===== src/rtl/nexys_starship_game_timer.sv =====
// Nexys Starship survival stopwatch: BCD MM:SS on sys_clk using a clock-enable prescaler.
// Define NEXYS_STARSHIP_BEST_TIME_EN to add best-time tracking (best_* digits, new_record).
module nexys_starship_game_timer #(
  parameter int TICKS_PER_SEC = 100000000,
  parameter int PRESCALE_W    = 27
) (
  input  logic       Clk,
  input  logic       Reset,
  input  logic       play_flag,
  input  logic       gameover_ctrl,
  input  logic       clear,
  output logic [3:0] sec_ones,
  output logic [3:0] sec_tens,
  output logic [3:0] min_ones,
  output logic [3:0] min_tens,
  output logic       sec_pulse,
  output logic       running,
  output logic       saturated
`ifdef NEXYS_STARSHIP_BEST_TIME_EN
  ,
  output logic [3:0] best_sec_ones,
  output logic [3:0] best_sec_tens,
  output logic [3:0] best_min_ones,
  output logic [3:0] best_min_tens,
  output logic       new_record
`endif
);

  localparam logic [PRESCALE_W-1:0] TERM_CNT = PRESCALE_W'(TICKS_PER_SEC - 1);
  localparam logic [15:0]           MAX_TIME = 16'h9959;

  typedef enum logic [1:0] {IDLE, RUN, FROZEN, SAT} state_t;

  state_t                state, state_next;
  logic [PRESCALE_W-1:0] presc;
  logic [15:0]           time_q;
  logic [15:0]           time_inc;
  logic                  count_en;
  logic                  tick;
  logic                  at_max;
  logic                  running_d;
  logic                  saturated_d;

  // One-second BCD increment; 99:59 is the ceiling and does not wrap.
  function automatic logic [15:0] bcd_time_inc(input logic [15:0] t);
    logic [15:0] n;
    n = t;
    if (t == MAX_TIME) return t;
    if (t[3:0] != 4'd9) begin
      n[3:0] = t[3:0] + 4'd1;
    end else begin
      n[3:0] = 4'd0;
      if (t[7:4] != 4'd5) begin
        n[7:4] = t[7:4] + 4'd1;
      end else begin
        n[7:4] = 4'd0;
        if (t[11:8] != 4'd9) begin
          n[11:8] = t[11:8] + 4'd1;
        end else begin
          n[11:8]  = 4'd0;
          n[15:12] = t[15:12] + 4'd1;
        end
      end
    end
    return n;
  endfunction

  assign count_en = (state == RUN) && play_flag && !gameover_ctrl && !clear;
  assign tick     = count_en && (presc == TERM_CNT);
  assign at_max   = (time_q == MAX_TIME);
  assign time_inc = bcd_time_inc(time_q);

  always_ff @(posedge Clk or negedge Reset) begin
    if (!Reset) begin
      state     <= IDLE;
      running   <= 1'b0;
      saturated <= 1'b0;
    end else begin
      state     <= state_next;
      running   <= running_d;
      saturated <= saturated_d;
    end
  end

  // clear outranks game over, which outranks a pending tick.
  always_comb begin
    state_next = state;
    if (clear) begin
      state_next = IDLE;
    end else begin
      case (state)
        IDLE:    if (play_flag && !gameover_ctrl) state_next = RUN;
        RUN: begin
          if (gameover_ctrl)     state_next = FROZEN;
          else if (tick && at_max) state_next = SAT;
        end
        SAT:     if (gameover_ctrl) state_next = FROZEN;
        FROZEN:  state_next = FROZEN;
        default: state_next = IDLE;
      endcase
    end
  end

  always_comb begin
    running_d   = (state_next == RUN);
    saturated_d = (state_next == SAT);
  end

  always_ff @(posedge Clk or negedge Reset) begin
    if (!Reset) begin
      presc     <= '0;
      time_q    <= '0;
      sec_pulse <= 1'b0;
    end else begin
      sec_pulse <= tick;
      if (clear) begin
        presc  <= '0;
        time_q <= '0;
      end else if (count_en) begin
        if (tick) begin
          presc  <= '0;
          time_q <= time_inc;
        end else begin
          presc <= presc + PRESCALE_W'(1);
        end
      end
    end
  end

  assign sec_ones = time_q[3:0];
  assign sec_tens = time_q[7:4];
  assign min_ones = time_q[11:8];
  assign min_tens = time_q[15:12];

`ifdef NEXYS_STARSHIP_BEST_TIME_EN
  logic [15:0] best_q;
  logic        freeze_entry;

  // Frozen digits equal the pre-edge digits because the tick is suppressed on entry.
  assign freeze_entry = (state_next == FROZEN) && (state != FROZEN);

  always_ff @(posedge Clk or negedge Reset) begin
    if (!Reset) begin
      best_q     <= '0;
      new_record <= 1'b0;
    end else if (clear) begin
      new_record <= 1'b0;
    end else if (freeze_entry) begin
      if (time_q > best_q) begin
        best_q     <= time_q;
        new_record <= 1'b1;
      end else begin
        new_record <= 1'b0;
      end
    end
  end

  assign best_sec_ones = best_q[3:0];
  assign best_sec_tens = best_q[7:4];
  assign best_min_ones = best_q[11:8];
  assign best_min_tens = best_q[15:12];
`endif

endmodule


===== config.mk =====
export PLATFORM = sky130hd
export DESIGN_NAME = nexys_starship_game_timer
export DESIGN_NICKNAME = d
export VERILOG_FILES = /design/src/rtl/nexys_starship_game_timer.sv
export SDC_FILE = /design/constraint.sdc
export NUM_CORES = 1
export LEC_CHECK = 0
export ABC_AREA = 1
export BUFFER_PORTS_ARGS = -buffer_cell sky130_fd_sc_hd__buf_4
export CORE_ASPECT_RATIO = 0.7
export CORE_MARGIN = 1
export CORE_UTILIZATION = 35
export DETAILED_ROUTE_END_ITERATION = 10
export HOLD_SLACK_MARGIN = 0.08
export PLACE_DENSITY = 0.59
export SLEW_MARGIN = 25
export SYNTH_ARGS = -nofsm -noshare
export SYNTH_HDL_FRONTEND = slang
export SYNTH_SLANG_ARGS = --single-unit

===== constraint.sdc =====
create_clock -name Clk -period 4.4 [get_ports Clk]
set_clock_uncertainty 0.05 [all_clocks]
set_input_delay 0.44 -clock Clk [delete_from_list [all_inputs] [get_ports Clk]]
set_output_delay 0.44 -clock Clk [all_outputs]
set_load 0.02 [all_outputs]

# Yosys cells after proc, flatten, opt, wreduce, memory -nomap -nowiden
# Cells that the tools add are included.
# W data, S select, Z words.
dict set report totals {
  register_bits 48
  input_bits 5
  output_inout_bits 19
}
dict set report op_classes {
  n_addsub 5
  n_eq_ne 14
  muxes 20
  n_reduce_logical 15
}
# op n
set ops {}
lappend ops {{$mux W27} 3}
lappend ops {{$mux W16} 4}
lappend ops {{$add A27 B1 Y27 const B} 1}
lappend ops {{$eq A27 B27 Y1 const B} 1}
lappend ops {{$add A4 B1 Y4 const B} 4}
lappend ops {{$eq A16 B16 Y1 const B} 1}
lappend ops {{$mux W4} 4}
lappend ops {{$mux W12} 1}
lappend ops {{$ne A3 B3 Y1 const B} 4}
lappend ops {{$mux W2} 5}
lappend ops {{$mux W8} 1}
lappend ops {{$ne A4 B4 Y1 const B} 2}
lappend ops {{$pmux W2 S4} 1}
lappend ops {{$eq A2 B2 Y1 const B} 3}
lappend ops {{$logic_and A1 B1 Y1} 6}
lappend ops {{$reduce_and A6 Y1} 1}
lappend ops {{$reduce_and A5 Y1} 1}
lappend ops {{$eq A2 B1 Y1 const B} 2}
lappend ops {{$ne A4 B3 Y1 const B} 1}
lappend ops {{$reduce_and A4 Y1} 1}
lappend ops {{$reduce_bool A2 Y1} 2}
lappend ops {{$reduce_and A3 Y1} 1}
lappend ops {{$logic_not A1 Y1} 2}
lappend ops {{$logic_not A2 Y1} 1}
lappend ops {{$mux W1} 1}

# Logic depth before layout (Yosys ltp)
# Gate-level depths: netlist of run 1.
dict set report depth {
  depth_word 11
  mapped_depth 12
  depth_no_buf 12
}

# Least setup slack after synthesis of run 1
# No wires, ideal clock.
dict set report synth_path {
  kind {reg-to-reg}
  from {register time_q[4]}
  to {register time_q[7]}
  setup_ns 0.076
  arrival_ns 1.529
  setup_slack_ns 2.744
  stages_incl_launch_ff 12
  path_buffers 0
  synth_period_minus_slack_ns 1.656
  cell_sequence {dfrtp_1 ha_1 nand2_1 nor2_4 nand2_2 nor2_2 nand2_2 nand2_4 inv_4 nand2_4 nand2_1 o21ai_1}
}
dict set report synth_via {
  elab_chain_cells 7
  word_cells_on_any_way 13
  cone_classes {1 x add/sub; 4 x eq/ne; 7 x mux; 1 x reduce/logical}
}
# item line_no
set synth_rtl {}
lappend synth_rtl {{from (decl)} 36} ;# logic [15:0] time_q;
lappend synth_rtl {{from (signal assigned)} 122} ;# time_q <= time_inc;
lappend synth_rtl {{$add A4 B1 Y4 or $ne A4 B3 Y1 (tied branches)} {54, 53}}
lappend synth_rtl {{$mux W4} 53} ;# if (t[7:4] != 4'd5) begin
lappend synth_rtl {{$mux W12} 49} ;# if (t[3:0] != 4'd9) begin
lappend synth_rtl {{$mux W16} 49}
lappend synth_rtl {{$mux W16} 120} ;# if (tick) begin
lappend synth_rtl {{$mux W16} 119} ;# end else if (count_en) begin
lappend synth_rtl {{$mux W16} 116} ;# if (clear) begin
# Parallel ways exist; a longest one is shown, timed or not. The select of a mux whose other input is x is not followed.
# A chain may end at the register's enable or synchronous reset.

# Worst setup path in the final report of run 1
dict set report layout_path {
  from {register state[1]}
  to {register presc[9]}
}
dict set report layout_via {
  elab_chain_cells 8
  word_cells_on_any_way 9
  cone_classes {1 x eq/ne; 3 x mux; 5 x reduce/logical}
}
# item line_no
set layout_rtl {}
lappend layout_rtl {{from (decl)} 34} ;# state_t state, state_next;
lappend layout_rtl {{from (signal assigned)} 79} ;# state <= state_next;
lappend layout_rtl {{$eq A2 B1 Y1 *} 68} ;# assign count_en = (state == RUN) && play_flag && !gameover_ctrl && !clear;
lappend layout_rtl {{$logic_and A1 B1 Y1 * (3 in series)} 68}
lappend layout_rtl {{$logic_and A1 B1 Y1} 69} ;# assign tick = count_en && (presc == TERM_CNT);
lappend layout_rtl {{$mux W27} 120}
lappend layout_rtl {{$mux W27} 119}
lappend layout_rtl {{$mux W27} 116}
lappend layout_rtl {{to (signal assigned)} 124} ;# presc <= presc + PRESCALE_W'(1);
lappend layout_rtl {{to (decl)} 35} ;# logic [PRESCALE_W-1:0] presc;
# Every way passes the cells marked *; elsewhere a longest branch is shown, timed or not. The select of a mux whose other input is x is not followed.

==> run_results.csv, run 1 <==
group,metric,value,unit
floorplanning,rows,28,
grt,antenna_found_initial,0,
power,combPwrFrac,15.4,%
cts,cts_sinks,48,
power,p_switching,297.4,uW
place,port_buffers,23,
final_layout,num_antenna_cells,0,
flow_run,drv_cap,0,
floorplanning,coreArea,0.008653,mm^2
place,dp_cells,589,
grt,gr-total-overflow,0,
detailed_routing,avgRoutedWirePerCell,13.79,um
final_layout,final_cell_mix,"nand2_1, nor2_1, dfrtp_1",
setup_path,worstSetupEndpointType,"register",
floorplanning,die_x,116.4,um
sta,worst_slew_pin_slew,0.6465,ns
final_layout,layout.cells.most_common,"nand2_1",
setup_path,worstSetupStartpointType,"register",
synth,seq_area_frac_synth,37.46,%
power,pwr-share-clk,37.8,%
synth,netlist_area,0.003207,mm^2
detailed_routing,dr.pass1.iters,5,
sta,whs,0.1117,ns
final_layout,final_nets,490,
detailed_routing,viasPerCell,5.003,
synth,postSynthAreaPerCell,7.110,um^2
setup_path,worst_r2r_endpoint,"presc[9]",
cts,clk_path_buf_depth,2,
sta,relSlewSlack,56.90,%
detailed_routing,wl,8220,um
status,outcome,"complete, no violations",
detailed_routing,vias,2982,
synth,yosysWarningCount,0,
power,seq_power_share,46.7,%
power,switching_share,27.96,%
floorplanning,io_pins,24,
grt,grt_first_pass_wirelength,13520,um
final_layout,syn2layout_area_growth,13.58,%
setup_path,path_class,"reg2reg",
cts,cts_tree,"done",
cts,clockRootBuffer,"clkbuf_16",
sta,period_needed,1.875,ns
place,gp_congestion,0.9335,
sta,rsz0062_at_grt,"no",
power,intPower,766.2,uW
synth,ys_types,32,
power,power.leakage,1.642,nW
cts,post-cts-setup-buffer-count,0,
sta,finalCritPeriodShare,42.60,%
setup_path,worstPathArrival,2.01,ns
setup_path,cp_max_fo,18,
detailed_routing,post-route-drc-count,0,
detailed_routing,drtAntennaViolNets,0,
sta,setup_viol,0,
setup_path,required,4.53,ns
synth,ys_seq_elements,48,
cts,cts.clk_slew.worst_paths,0.06,ns
synth,synth_nets,465,
sta,max_freq,0.5335,GHz
hold_path,hp-class,"in2async",
sta,slew_violations,0,
cts,clkLatencyLatePin,0.29,ns
detailed_routing,first_iter_violations,280,
floorplanning,start_util,37.06,%
grt,track_usage,18.93,%
cts,hold_buffers,0,
sta,setup_tns,0,ns
grt,grt_pass1_vias,2622,
cts,cts_inserted_buffers,5,
floorplanning,dieArea,0.009555,mm^2
final_layout,n_fill_cell,926,
place,hpwl,6166,um
final_layout,drive_above_1_share,17.44,%
setup_path,timing.reg2reg.setup_slack,2.53,ns
power,power_density,292.0,mW/mm^2
setup_path,rr_worst_depth,7,
synth,synthesis.instances,451,
power,ir_drop,0.1754,mV
cts,cts_resized,0,
final_layout,stdcell_count,596,
power,total_power,1.064,mW
grt,grt_max_degree,49,
setup_path,regToRegStartpoint,"state[1]",
cts,htreeDepth,2,
sta,finalHoldViolations,0,
floorplanning,die_y,82.09,um
[critical path, stage by stage, from the launching register on]
cell and delay, ns:
dfrtp_1 0.37, inv_2 0.08, nand2_2 0.09, o21ai_4 0.44, inv_2 0.26, nor2_4 0.19
nor2_1 0.05, nor3_1 0.22
[registers in the layout, indices dropped and copies added, names as in the netlist]
signal,count
saturated,1
time_q,16
state,2
presc,27
running,1
sec_pulse,1
[worst max path at each step]
stage	startpoint	end	slack, ns
after global routing	state[1]	presc[13]	2.32
after detailed placement	gameover_ctrl	presc[9]	2.38
after CTS	state[1]	presc[9]	2.55
final	state[1]	presc[9]	2.53
after global placement	gameover_ctrl	presc[13]	2.43
after floorplan	time_q[4]	time_q[7]	2.74
[per-layer routing]
metal,global-route usage (%),vias to the layer above,wire [um]
li1,-,1491,-
met3,4.133,7,554
met4,4.615,0,80
met1,29.87,1408,4384
met2,25.15,76,3201
met5,0,-,0
[logic make-up (layout without fill, tap and decap cells)]
kind of cell | Yosys count | after routing | synth area share [%]
buffers and inverters | 59 | 84 | 7.725
adder cells (fa/ha/maj) | 9 | 9 | 3.512
flip-flops | 48 | 48 | 37.46
AO/OA/AOI/OAI | 42 | 42 | 7.414
XOR/XNOR | 6 | 6 | 1.639
AND/OR/NAND/NOR | 287 | 287 | 42.26
[final cells by class]
cell class	instances	area [um^2]	share of cell area [%]
inverter	54	207.7	5.703
sequential	48	1201	32.98
timing repair buffer	23	172.7	4.741
tap	120	150.1	4.122
multi-input combinational	344	1758	48.27
clock buffer	7	152.6	4.191
[metrics by stage]
| step | cell area [um^2] | setup WS [ns] | util, % |
|---|---|---|---|
| after global routing | 3642 | 2.323 | 42.09 |
| after detailed placement | 3490 | 2.375 | 40.33 |
| after CTS | 3642 | 2.555 | 42.09 |
| after floorplan | 3207 | 2.744 | - |
| final | 3642 | 2.525 | 42.09 |
| after global placement | 3490 | 2.435 | 40.33 |
[cells in the mapped netlist]
| cell | instances | area [um^2] |
|---|---|---|
| a211oi_1 | 1 | 7.510 |
| a21oi_1 | 14 | 70.07 |
| a31o_2 | 1 | 8.760 |
| and3_1 | 1 | 6.260 |
| buf_12 | 1 | 20.02 |
| buf_2 | 4 | 20.02 |
| dfrtp_1 | 48 | 1201 |
| ha_1 | 9 | 112.6 |
| inv_1 | 45 | 168.9 |
| inv_2 | 7 | 26.28 |
| inv_4 | 2 | 12.51 |
| nand2_1 | 127 | 476.7 |
| nand2_2 | 11 | 68.82 |
| nand2_4 | 6 | 67.56 |
| nand2_8 | 1 | 20.02 |
| nand3_1 | 27 | 135.1 |
| nand3_2 | 2 | 20.02 |
| nand4_1 | 10 | 62.56 |
| nor2_1 | 64 | 240.2 |
| nor2_2 | 10 | 62.56 |
| nor2_4 | 7 | 78.83 |
| nor3_1 | 15 | 75.07 |
| nor3_2 | 1 | 10.01 |
| nor4_1 | 1 | 6.260 |
| o211ai_1 | 1 | 7.510 |
| o21ai_0 | 3 | 15.01 |
| o21ai_1 | 16 | 80.08 |
| o21ai_4 | 1 | 16.27 |
| o21bai_1 | 1 | 7.510 |
| o22ai_1 | 4 | 25.02 |
| or2_2 | 4 | 25.02 |
| xor2_1 | 6 | 52.55 |
[power by group through the flow]
| stage | registers [mW] | logic, mW | clock network [mW] |
|---|---|---|---|
| floorplan | 0.524 | 0.0809 | 0 |
| global placement | 0.503 | 0.163 | 0 |
| detailed placement | 0.505 | 0.166 | 0 |
| CTS | 0.497 | 0.166 | 0.414 |
| global route | 0.502 | 0.186 | 0.434 |
| finish | 0.497 | 0.164 | 0.402 |
(Power assumes the default switching activity.)
==> inputs of run 2 (changes only) <==
--- a/config.mk
+++ b/config.mk
@@ -5,14 +5,14 @@
 export SDC_FILE = /design/constraint.sdc
 export NUM_CORES = 1
 export LEC_CHECK = 0
-export ABC_AREA = 1
+export ABC_AREA = 0
 export BUFFER_PORTS_ARGS = -buffer_cell sky130_fd_sc_hd__buf_4
 export CORE_ASPECT_RATIO = 0.7
 export CORE_MARGIN = 1
 export CORE_UTILIZATION = 35
 export DETAILED_ROUTE_END_ITERATION = 10
 export HOLD_SLACK_MARGIN = 0.08
-export PLACE_DENSITY = 0.59
+export PLACE_DENSITY = 0.6
 export SLEW_MARGIN = 25
 export SYNTH_ARGS = -nofsm -noshare
 export SYNTH_HDL_FRONTEND = slang
==> constraint.sdc (replaced) <==
create_clock -name Clk -period 1.88 [get_ports Clk]
set_clock_uncertainty 0.05 [all_clocks]
set_input_delay 0.188 -clock Clk [delete_from_list [all_inputs] [get_ports Clk]]
set_output_delay 0.188 -clock Clk [all_outputs]
set_load 0.02 [all_outputs]
==> run 2 against run 1 <==
The run now ends with setup timing left. Clock-buffer cell count down 1. Sequential power grew 110%. Via count shrank 9.0%. Clock power increased by 90%. Core utilization is 14 points higher. Area after synthesis is 15% lower. Global-route usage increased by 1.9 points. Combinational power grew 9.8%. Flip-flop and latch count unchanged. Final cell count decreased by 12%. Total power rose by 87%. Non-clock buffer count increased by 107. Critical path type unchanged.
==> run_results.csv, run 2 <==
group,metric,value,unit
status,outcome,"finished, violations left",
status,violations,"setup timing",
synth,yosys_most_used_dff,"dfrtp_1",
place,hpwl,5743,um
cts,cts_inserted_buffers,5,
cts,clockRootBuffer,"clkbuf_8",
final_layout,stdcell_count,523,
final_layout,largest_reg_flops,27,
sta,finalCritPeriodShare,119.7,%
cts,clkLatencyLatePin,0.31,ns
synth,async_flop_share,100.0,%
grt,grt_first_pass_wirelength,13230,um
setup_path,worstPathArrival,2.45,ns
synth,synth_compound_area_share,11.55,%
setup_path,required,2.08,ns
setup_path,cp_max_fo,5,
floorplanning,die_y,76.05,um
floorplanning,dieArea,0.008196,mm^2
final_layout,top_register,"presc",
synth,synth_common_cells,"dfrtp_1, nor2_1, nand2_1",
setup_path,worstSetupStartpointType,"register",
final_layout,final_nets,438,
cts,htreeDepth,2,
synth,synth_top_family_by_area,"simple AND/OR/NAND/NOR gates",
final_layout,design_area,0.004198,mm^2
setup_path,timing.reg2reg.setup_slack,-0.37,ns
detailed_routing,drtAntennaViolNets,0,
floorplanning,coreArea,0.007450,mm^2
floorplanning,die_x,107.8,um
synth,synthesis.instances,297,
hold_path,hp-class,"in2reg",
synth,ys_types,51,
final_layout,layout.cells.most_common,"buf_4",
power,total_power,1.994,mW
detailed_routing,post-route-drc-count,0,
sta,slew_violations,0,
synth,ys_seq_elements,48,
place,port_buffers,23,
final_layout,num_antenna_cells,0,
cts,clk_path_buf_depth,2,
detailed_routing,dr.pass1.iters,4,
sta,max_freq,0.4444,GHz
place,gp_congestion,0.8139,
grt,grt_max_degree,49,
synth,postSynthAreaPerCell,9.230,um^2
setup_path,path_class,"reg2reg",
place,placed_area,0.003721,mm^2
cts,cts_tree,"done",
sta,timing.final.ws_setup,-0.3704,ns
grt,track_usage,20.85,%
power,ir_drop,0.4075,mV
sta,relSlewSlack,58.26,%
synth,synth-edff-count,0,
floorplanning,io_pins,24,
synth,synth_nets,311,
final_layout,syn2layout_area_growth,53.13,%
setup_path,worstSetupEndpointType,"register",
power,power_density,474.9,mW/mm^2
cts,cts_sinks,48,
power,power.leakage,1.953,nW
synth,synth_area_leaders,"dfrtp_1, nor2_1, ha_1, xnor2_1, a21oi_1",
final_layout,post-route-util,56.35,%
place,dp_cells,498,
sta,setup_viol,44,
sta,finalHoldViolations,0,
cts,cts.clk_slew.worst_paths,0.09,ns
grt,grt_pass1_vias,2606,
grt,gr-total-overflow,0,
synth,yosysTopAreaCell,"dfrtp_1",
sta,setup_tns,-7.711,ns
synth,netlist_area,0.002741,mm^2
floorplanning,start_util,36.80,%
grt,antenna_found_initial,0,
detailed_routing,avgRoutedWirePerCell,15.88,um
sta,whs,0.1191,ns
place,dp_slack,-0.3598,ns
sta,worst_slew_pin_slew,0.6260,ns
final_layout,drive_above_1_share,43.53,%
detailed_routing,vias,2715,
flow_run,drv_cap,0,
synth,synth_xor_area_share,5.751,%
synth,synthDominantCellAreaShare,43.82,%
synth,seq_area_frac_synth,43.82,%
detailed_routing,first_iter_violations,146,
synth,yosys-mux-area-fraction,1.552,%
floorplanning,rows,26,
synth,yosysMostFrequentCell,"dfrtp_1",
detailed_routing,wl,8306,um
synth,yosysWarningCount,0,
sta,period_needed,2.250,ns
sta,rsz0062_at_grt,"yes",
synth,synth_simple_gate_area_share,30.12,%
final_layout,reg.largest.list,"presc: 27 flops, time_q: 16 flops, state: 2 flops",
final_layout,final_cell_mix,"buf_4, dfrtp_1, nor2_1",
detailed_routing,viasPerCell,5.191,
synth,synthAdderAreaFrac,4.108,%
-- run 2: timing repair --
action                     CTS  global route
setup buffers                6            11
hold endpoints to repair    48             0
hold buffers                 1             0
pin swaps                   13            14
resized for setup           27            25
setup endpoints to repair   45            45
-- run 2: where the power goes --
part,internal (mW),switching (mW),total [mW]
combinational,0.0754,0.105,0.180
clock,0.395,0.369,0.764
sequential,1.04,0.00593,1.05
-- run 2: metal layers --
layer	share of wire [%]	up-vias	GRT usage [%]
met4	0.75	0	4.658
li1	-	1345	-
met5	0	-	0
met2	44	42	29.10
met1	53	1320	32.79
met3	2.5	8	3.849
-- run 2: critical path, stage by stage, from the launching register on --
cell       delay (ns)
dfrtp_1          0.37
or3b_4           0.38
nand4bb_1        0.18
or4_4            0.59
or4_4            0.50
a21oi_2          0.12
-- run 2: cells by family after synthesis --
| family | Yosys count |
|---|---|
| and+or+nand+nor | 148 |
| buffers and inverters | 20 |
| adders and majority gates | 9 |
| AOI/OAI and AO/OA | 50 |
| DFF | 48 |
| xor gates and xnor gates | 18 |
| muxes | 4 |
-- run 2: layout make-up --
cell class,instances,area (um^2)
flip-flops and latches,48,1209
clock inverters,2,35.03
inverters,10,37.54
clock buffers,6,72.57
multi-input cells,229,1693
repair buffers,130,1028
fillers,635,3252
well taps,98,122.6
-- run 2: worst paths after layout --
path	start	to	cells past startpoint
min in group asynchronous	Reset	presc[8]	2
worst min register to register	presc[0]	presc[0]	1
max in group asynchronous	Reset	time_q[1]	2
worst min-delay path	gameover_ctrl	state[0]	3
worst max register to register	state[0]	time_q[7]	5
worst max-delay path	state[0]	time_q[7]	5
==> inputs of run 3 (changes only) <==
==> constraint.sdc (replaced) <==
create_clock -name Clk -period 1.88 [get_ports Clk]
set_clock_uncertainty 0.05 [all_clocks]
set_input_delay 0.282 -clock Clk [delete_from_list [all_inputs] [get_ports Clk]]
set_output_delay 0.282 -clock Clk [all_outputs]
set_load 0.02 [all_outputs]
==> run 3 against run 2 <==
The run still ends with setup timing left. Hold slack better by 0.085 ns. Critical endpoint unchanged. Register-to-register slack better by 0.02 ns. Clock-buffer cell count down 1. Sequential share of layout area up 0.88 points. Sequential power about the same. Global-route usage about the same. Largest power group unchanged. Worst setup slack better by 0.024 ns. Maximum frequency up 1.1%. Wire length down 2.9%. Flip-flop and latch count unchanged. Die area unchanged.
==> run_results.csv, run 3 (synthesized netlist as in run 2, its figures left out) <==
group,metric,value,unit
status,outcome,"finished, violations left",
status,violations,"setup timing",
final_layout,design_area,0.004081,mm^2
power,pwr-share-clk,38.8,%
power,power_density,491.0,mW/mm^2
flow_run,drv_cap,0,
power,power.leakage,1.857,nW
sta,max_freq,0.4491,GHz
setup_path,cp_max_fo,5,
setup_path,path_class,"reg2reg",
setup_path,worstSetupStartpointType,"register",
sta,rsz0062_at_grt,"yes",
setup_path,cpPeakStageDelay,0.56,ns
sta,slew_violations,0,
setup_path,cp_top_family,"simple AND/OR/NAND/NOR gates",
detailed_routing,avgRoutedWirePerCell,15.73,um
cts,clockRootBuffer,"clkbuf_8",
cts,cts_tree,"done",
setup_path,cp_slowest_cell,"or4_4",
grt,antenna_found_initial,0,
place,gp_congestion,0.8508,
setup_path,worstSetupEndpointType,"register",
detailed_routing,viasPerCell,5.341,
place,placed_area,0.003706,mm^2
floorplanning,io_pins,24,
power,combPwrFrac,8.8,%
cts,htreeDepth,2,
cts,clk_path_buf_depth,2,
sta,period_needed,2.227,ns
sta,timing.final.ws_setup,-0.3468,ns
floorplanning,coreArea,0.007450,mm^2
final_layout,num_antenna_cells,0,
final_layout,layout.cells.most_common,"buf_4",
floorplanning,dieArea,0.008196,mm^2
power,p_switching,491.8,uW
sta,worst_slew_pin_slew,0.6438,ns
setup_path,worstPathArrival,2.42,ns
floorplanning,die_x,107.8,um
final_layout,reg.largest.list,"presc: 27 flops, time_q: 16 flops, state: 2 flops",
final_layout,final_cell_mix,"buf_4, dfrtp_1, nor2_1",
cts,cts_inserted_buffers,5,
setup_path,required,2.08,ns
final_layout,multi_input_area,0.001660,mm^2
detailed_routing,first_iter_violations,147,
floorplanning,start_util,36.80,%
final_layout,top_register,"presc",
sta,finalCritPeriodShare,118.4,%
grt,gr-total-overflow,0,
grt,grt_pass1_vias,2621,
final_layout,final_nets,428,
floorplanning,die_y,76.05,um
cts,cts.clk_slew.worst_paths,0.10,ns
detailed_routing,dr.pass1.iters,5,
place,hpwl,5715,um
detailed_routing,vias,2740,
power,total_power,2.004,mW
sta,setup_viol,44,
detailed_routing,post-route-drc-count,0,
grt,grt_first_pass_wirelength,13370,um
hold_path,hp-class,"in2reg",
final_layout,syn2layout_area_growth,48.88,%
floorplanning,rows,26,
power,seq_power_share,52.4,%
final_layout,seq_area,0.001211,mm^2
sta,relSlewSlack,57.08,%
final_layout,n_fill_cell,660,
cts,clkLatencyLatePin,0.31,ns
power,switching_share,24.54,%
cts,cts_sinks,48,
final_layout,largest_reg_flops,27,
setup_path,critPathBufInv,0,
grt,track_usage,20.81,%
power,ir_drop,0.3513,mV
sta,finalHoldViolations,0,
place,dp_cells,496,
sta,whs,0.2036,ns
detailed_routing,wl,8068,um
power,intPower,1.512,mW
final_layout,drive_above_1_share,41.93,%
place,port_buffers,23,
grt,grt_max_degree,49,
final_layout,stdcell_count,513,
detailed_routing,drtAntennaViolNets,0,
setup_path,cp_cell_sequence,"or3b_4, nand4bb_1, or4_4, or4_1, a21oi_1",
## run 3: power by group through the flow
| stage | sequential, mW | clock, mW | combinational (mW) |
|---|---|---|---|
| floorplan | 1.09 | 0 | 0.0610 |
| global placement | 1.07 | 0 | 0.170 |
| detailed placement | 1.07 | 0 | 0.172 |
| CTS | 1.05 | 0.797 | 0.177 |
| global route | 1.05 | 0.839 | 0.195 |
| finish | 1.05 | 0.777 | 0.177 |
## run 3: what timing repair did
action	in CTS	in global routing
endpoints found under the hold margin	48	0
hold buffers	1	0
pin swaps	11	8
endpoints found under the setup margin	46	46
setup buffers	3	6
gates resized for setup	26	20
## run 3: tightest hold or removal path: stages
cell and delay [ns]:
buf_4 0.08, buf_4 0.11, a211oi_1 0.06
## run 3: final timing paths
kind                          startpoint          to  slack (ns)  depth (start not counted)
hold reg to reg               time_q[12]  time_q[13]        0.55                          2
max in group asynchronous          Reset   presc[12]        0.83                          2
min in group asynchronous          Reset   presc[15]        0.48                          2
hold / removal             gameover_ctrl    state[0]        0.20                          3
setup / recovery                state[0]   time_q[7]       -0.35                          5
setup reg to reg                state[0]   time_q[7]       -0.35                          5
## run 3: per-stage QoR
stage          setup slack, ns  utilization (%)  TNS [ns]
5_1_grt                -0.4386            54.79    -11.54
3_3_place_gp           -0.3841            49.75    -9.385
3_5_place_dp           -0.4299            49.75    -11.31
6_report               -0.3468            54.79    -8.268
4_1_cts                -0.3449            53.26    -7.442
2_1_floorplan          -0.2737                -    -2.430
## run 3: per-layer routing
metal | vias to the layer above | global-route usage, % | part of all wire, %
li1 | 1319 | - | -
met1 | 1340 | 33.64 | 52
met2 | 70 | 28.78 | 43
met3 | 11 | 3.165 | 4.3
met4 | 0 | 4.110 | 0.89
met5 | - | 0 | 0
## run 3: layout make-up
| type | count | area share (%) |
|---|---|---|
| Multi-Input combinational cell | 229 | 40.68 |
| Tap cell | 98 | 3.004 |
| Inverter | 10 | 0.9197 |
| Sequential cell | 48 | 29.68 |
| Clock inverter | 3 | 1.042 |
| Clock buffer | 5 | 1.686 |
| Timing Repair Buffer | 120 | 22.99 |
